### src/rtl/toggle_cover_queue.sv
// Toggle-coverage collector: per-bit hit pulses are held in a pending bitmap, scanned out
// lowest-index-first into a fall-through FIFO, and reported as global cover indices.
// Optional build macro TOGGLE_DEDUP_EN reports each point at most once per reset.
module toggle_cover_queue #(
  parameter int WIDTH       = 22,
  parameter int COVER_INDEX = 0,
  parameter int COVER_TOTAL = 38253,
  parameter int FIFO_DEPTH  = 8,
  parameter int IDX_W       = 32
) (
  input  logic             gbl_clk,
  input  logic             reset,
  input  logic             sample_en,
  input  logic [WIDTH-1:0] hit,
  input  logic             flush_req,
  output logic             evt_valid,
  input  logic             evt_ready,
  output logic [IDX_W-1:0] evt_index,
  output logic             flush_done,
  output logic             busy,
  output logic [15:0]      merge_cnt,
  output logic [15:0]      cover_cnt,
  output logic [1:0]       state_dbg
);

  localparam int AW    = $clog2(FIFO_DEPTH);
  localparam int SEL_W = (WIDTH > 1) ? $clog2(WIDTH) : 1;
  localparam int CNT_W = $clog2(WIDTH + 1);

  if (64'(COVER_INDEX) + 64'(WIDTH) > 64'(COVER_TOTAL) ||
      64'(COVER_TOTAL) > (64'd1 << IDX_W)) begin : g_bad_cfg
    $error("toggle_cover_queue: cover index range does not fit");
  end

  typedef enum logic [1:0] {
    RUN   = 2'd0,
    DRAIN = 2'd1,
    DONE  = 2'd2
  } state_t;

  state_t state, state_next;

  logic [WIDTH-1:0] pend, pend_next;
  logic [WIDTH-1:0] hit_new, acc;
  logic [WIDTH-1:0] sel_onehot, clear_mask, merge_bits;
  logic [SEL_W-1:0] sel_idx;
  logic [CNT_W-1:0] merge_pop;
  logic [16:0]      merge_sum;
  logic [15:0]      merge_next;

  logic [IDX_W-1:0] mem [FIFO_DEPTH];
  logic [AW:0]      wr_ptr, rd_ptr;
  logic             empty, full, push, pop, can_push;
  logic [IDX_W-1:0] push_index;

`ifdef TOGGLE_DEDUP_EN
  logic [WIDTH-1:0] covered;

  assign hit_new = hit & ~covered;

  always_ff @(posedge gbl_clk) begin
    if (!reset) begin
      covered <= '0;
    end else begin
      covered <= covered | acc;
    end
  end
`else
  assign hit_new = hit;
`endif

  assign acc = (sample_en && state == RUN) ? hit_new : '0;

  // Scan: lowest pending bit, as both a one-hot mask and a binary index.
  assign sel_onehot = pend & (~pend + WIDTH'(1));

  always_comb begin
    sel_idx = '0;
    for (int i = WIDTH - 1; i >= 0; i--) begin
      if (pend[i]) sel_idx = SEL_W'(i);
    end
  end

  // Event port: evt_valid means evt_index holds the FIFO head; the entry is consumed on any
  // cycle with evt_valid && evt_ready, and the head is held stable while evt_ready is low.
  assign empty    = (wr_ptr == rd_ptr);
  assign full     = (wr_ptr[AW] != rd_ptr[AW]) && (wr_ptr[AW-1:0] == rd_ptr[AW-1:0]);
  assign evt_valid = !empty;
  assign pop      = evt_valid && evt_ready;
  assign can_push = !full || pop;
  assign push     = (pend != '0) && can_push;
  assign push_index = IDX_W'(COVER_INDEX) + IDX_W'(sel_idx);
  assign evt_index = empty ? '0 : mem[rd_ptr[AW-1:0]];

  assign clear_mask = push ? sel_onehot : '0;
  assign pend_next  = (pend & ~clear_mask) | acc;
  // A re-hit on the bit leaving this cycle is a fresh event, so it is excluded from merges.
  assign merge_bits = acc & pend & ~clear_mask;

  always_comb begin
    merge_pop = '0;
    for (int i = 0; i < WIDTH; i++) begin
      merge_pop = merge_pop + CNT_W'(merge_bits[i]);
    end
  end

  assign merge_sum  = {1'b0, merge_cnt} + 17'(merge_pop);
  assign merge_next = merge_sum[16] ? 16'hFFFF : merge_sum[15:0];

  always_ff @(posedge gbl_clk) begin
    if (!reset) begin
      pend      <= '0;
      wr_ptr    <= '0;
      rd_ptr    <= '0;
      merge_cnt <= '0;
      cover_cnt <= '0;
    end else begin
      pend      <= pend_next;
      merge_cnt <= merge_next;
      if (push) begin
        wr_ptr <= wr_ptr + 1'b1;
        if (cover_cnt != 16'hFFFF) cover_cnt <= cover_cnt + 16'd1;
      end
      if (pop) rd_ptr <= rd_ptr + 1'b1;
    end
  end

  always_ff @(posedge gbl_clk) begin
    if (reset && push) mem[wr_ptr[AW-1:0]] <= push_index;
  end

  always_ff @(posedge gbl_clk) begin
    if (!reset) begin
      state <= RUN;
    end else begin
      state <= state_next;
    end
  end

  always_comb begin
    state_next = state;
    flush_done = 1'b0;
    case (state)
      RUN:     if (flush_req) state_next = DRAIN;
      DRAIN:   if (pend == '0 && empty) state_next = DONE;
      DONE: begin
        flush_done = 1'b1;
        state_next = RUN;
      end
      default: state_next = RUN;
    endcase
  end

  assign busy      = (pend != '0) | evt_valid;
  assign state_dbg = state;

endmodule

### config.mk
export PLATFORM = sky130hd
export DESIGN_NAME = toggle_cover_queue
export DESIGN_NICKNAME = d
export VERILOG_FILES = /design/src/rtl/toggle_cover_queue.sv
export SDC_FILE = /design/constraint.sdc
export NUM_CORES = 1
export LEC_CHECK = 0
export ABC_AREA = 1
export BUFFER_PORTS_ARGS = -buffer_cell sky130_fd_sc_hd__buf_4
export CAP_MARGIN = 30
export CORE_ASPECT_RATIO = 1.5
export CORE_UTILIZATION = 51
export DETAILED_ROUTE_END_ITERATION = 16
export PLACE_DENSITY = 0.81
export RECOVER_POWER = 25
export SETUP_SLACK_MARGIN = 0.3
export SYNTH_ARGS = -nofsm -noshare
export SYNTH_HDL_FRONTEND = slang
export SYNTH_SLANG_ARGS = --single-unit
### constraint.sdc
create_clock -name gbl_clk -period 6.9 [get_ports gbl_clk]
set_clock_uncertainty 0.2 [all_clocks]
set_input_delay 1.38 -clock gbl_clk [delete_from_list [all_inputs] [get_ports gbl_clk]]
set_output_delay 1.38 -clock gbl_clk [all_outputs]
set_load 0.05 [all_outputs]
==> metrics <==
outcome=finished with violations; violated checks=max-capacitance violations, max-slew violations; Starting Density=0.526; Clk Tree Root Cell=clkbuf_16; Total Power=1.82 mW; crit path time final=approximately 6.5 ns; CP endpoint kind=flop; Static Leak=3.08 nW; largest net degree at the start of global routing=41; Yosys reg bits=107; CTS max path bufs=2; ys async rst share=0; H-Tree Depth=3; num ports=96; routed wire length per instance=13.5 um; vias per cell=5.12; Syn Std Cell Area=5840 sq um; cts bufs inserted=9; area post-placement=6500 sq um; hold-critical path depth=2; Ys Warns=0; EDFF count, synth=40; row count=47; PortBufs=68; Die ar.=11900 sq um; initial drt markers=216; area grow syn2layout=18.5%; gr usage total=0.225; die span in y=133 um; P_sw=0.661 mW; clock sinks=107; crit path kind=primary input to flop; CP max FO=6; initial antenna violation count=0; Worst EP arrival=6.40 ns; post-route ant nets=0; Worst setup SP type=primary input; grt total ovfl=0; Avg Synthesized Cell Area=8.25 sq um; R2R Path End=merge_cnt[6]$_SDFF_PN0_; DRT Pass-1 Iters=4; commonest cells after routing, fill and taps aside=inv_1, nor2_1, buf_4; post-synth cell types=45; # Max-Cap Violations=1; clock-pin slew on the worst setup and hold paths=0.07 ns; hold_sp=wr_ptr[3]$_SDFFE_PN0P_; CTS tree=built; final instance area=6930 sq um; Hold-fix buffers, CTS=0; vias in the first global route=approximately 4500; fraction of layout cells with a size suffix above 1=0.193; Reg power frac=0.415; commonest non-fill, non-tap cell in the layout=inv_1; Die W=89.4 um; Clock Power Share=0.291; Min-Delay Path Class=flop to flop; setup violators final=0; Sw Share=0.362; Final Hold Fails=0; cells after synthesis=708; first-pass GRT wire length=between 20 and 25 mm; GPL Wtd Cong=0.900; final wirelength=12.7 mm; Final nets=850; R2R depth=31; vias=4829; Post-synth top flop=dfxtp_1; RR Startpoint=pend[0]$_SDFF_PN0_; crit share post-route=0.936; Pwr per Cell Area=about 260 nW/um^2; core area=11100 sq um; fmax=0.155 GHz; latest clock arrival within the worst-skew pair=0.35 ns; Comb pwr share=0.294; register area share after synthesis=0.435; Int Power=1.16 mW; residual DRC count=0; Max IR drop VDD=0.000151 V; slew margin rel.=-0.299; setup slack, reg-to-reg=0.57 ns; worst-margin pin slew=1.95 ns; Post-DP HPWL=between 9 and 10 mm; WP data required=6.84 ns; Hold EP=wr_ptr[3]$_SDFFE_PN0P_; Slew Viols, Final=41; Core Util, Final=0.623; # diodes=0; RSZ-0062 raised after global routing=yes
timing repair:
item / 4_1_cts / 5_1_grt
buffers inserted: 0 / 11
endpoints found under the hold margin: 0 / 0
setup endpoints to repair: 0 / 15
gates resized for setup: 0 / 22
layer usage:
metal | up-vias | part of all wire | global-route usage
met5 | - | 0 | 0
met1 | 2251 | 0.40 | 0.255
met3 | 21 | 0.036 | 0.0446
met4 | 0 | 0.025 | 0.0899
li1 | 2433 | - | -
met2 | 124 | 0.54 | 0.402
power groups by stage:
| stage | registers, mW | logic, mW | clock network [mW] |
|---|---|---|---|
| floorplan | 0.779 | 0.381 | 0 |
| global route | 0.762 | 0.594 | 0.562 |
| detailed placement | 0.771 | 0.528 | 0 |
| CTS | 0.756 | 0.531 | 0.536 |
| finish | 0.756 | 0.537 | 0.530 |
| global placement | 0.770 | 0.520 | 0 |
worst max-delay path by stage:
stage                   start                        to  slack [ns]  cells past startpoint
detailed placement  evt_ready  merge_cnt[14]$_SDFF_PN0_       -0.04                     28
global placement    evt_ready   merge_cnt[9]$_SDFF_PN0_        0.03                     27
CTS                 evt_ready   merge_cnt[9]$_SDFF_PN0_        0.33                     27
global route        evt_ready  merge_cnt[13]$_SDFF_PN0_        0.20                     29
finish              evt_ready   merge_cnt[6]$_SDFF_PN0_        0.44                     27
floorplan           evt_ready  merge_cnt[11]$_SDFF_PN0_        0.31                     27
metrics by stage:
| stage | TNS, ns | hold WS [ns] | instances | worst slack (ns) |
|---|---|---|---|---|
| 6_report | 0 | 0.294 | 943 | 0.442 |
| 3_5_place_dp | -0.0838 | 0.275 | 916 | -0.0377 |
| 4_1_cts | 0 | 0.286 | 932 | 0.331 |
| 2_1_floorplan | 0 | 0.250 | 734 | 0.312 |
| 3_3_place_gp | 0 | 0.263 | 916 | 0.0294 |
| 5_1_grt | 0 | 0.310 | 943 | 0.198 |
synth_stat cells (14+ instances only):
master      n  share of area
inv_1     108          0.069
dfxtp_1    67           0.23
ha_1       15          0.032
o21ai_0    52          0.045
buf_4      28          0.036
fa_1       17          0.058
nor3_1     14          0.012
nand2_1    82          0.053
nor2_1     87          0.056
nand3_1    25          0.021
nand4_1    16          0.017
a21oi_1    59          0.051
edfxtp_1   40           0.21
area by class of cell:
cell class,count,area (sq um)
clock buffer,9,225
fill,938,4190
sequential,107,2540
clock inverter,7,85.1
inverter,115,437
timing repair buffer,90,681
tap,147,184
multi-input combinational,468,2770
cell families (layout without fill, tap and decap cells):
logic type | count (synthesis) | after routing | share of synthesized area
fa+ha+maj | 32 | 32 | 0.0903
compound gates | 138 | 138 | 0.127
buf+inv | 159 | 221 | 0.121
flops | 107 | 107 | 0.435
simple gates | 260 | 260 | 0.210
xor+xnor | 11 | 11 | 0.0165
other cells | 1 | 27 | 0.000642
flip-flops by register name, summed over array words and instances (netlist names), named ones only:
register,flops
cover_cnt,16
mem,40
merge_cnt,16
pend,22
rd_ptr,4
state_dbg,2
wr_ptr,4
worst max-delay path: stages:
cell	delay [ns]
buf_4	0.12
inv_4	0.05
nand3_4	0.08
nand2_4	0.12
nor2_2	0.07
nand2_2	0.10
nor2_2	0.05
nor2_1	0.12
nand3_1	0.11
fa_1	0.47
fa_1	0.54
fa_1	0.43
fa_1	0.49
inv_1	0.05
fa_1	0.48
fa_2	0.39
fa_2	0.38
a31oi_4	0.22
o21ai_2	0.10
nand3_2	0.09
inv_1	0.05
nand2_2	0.06
inv_1	0.04
nand2_2	0.09
buf_12	0.11
buf_4	0.13
a21oi_1	0.07
No activity file was read; power rests on OpenSTA's default activity.
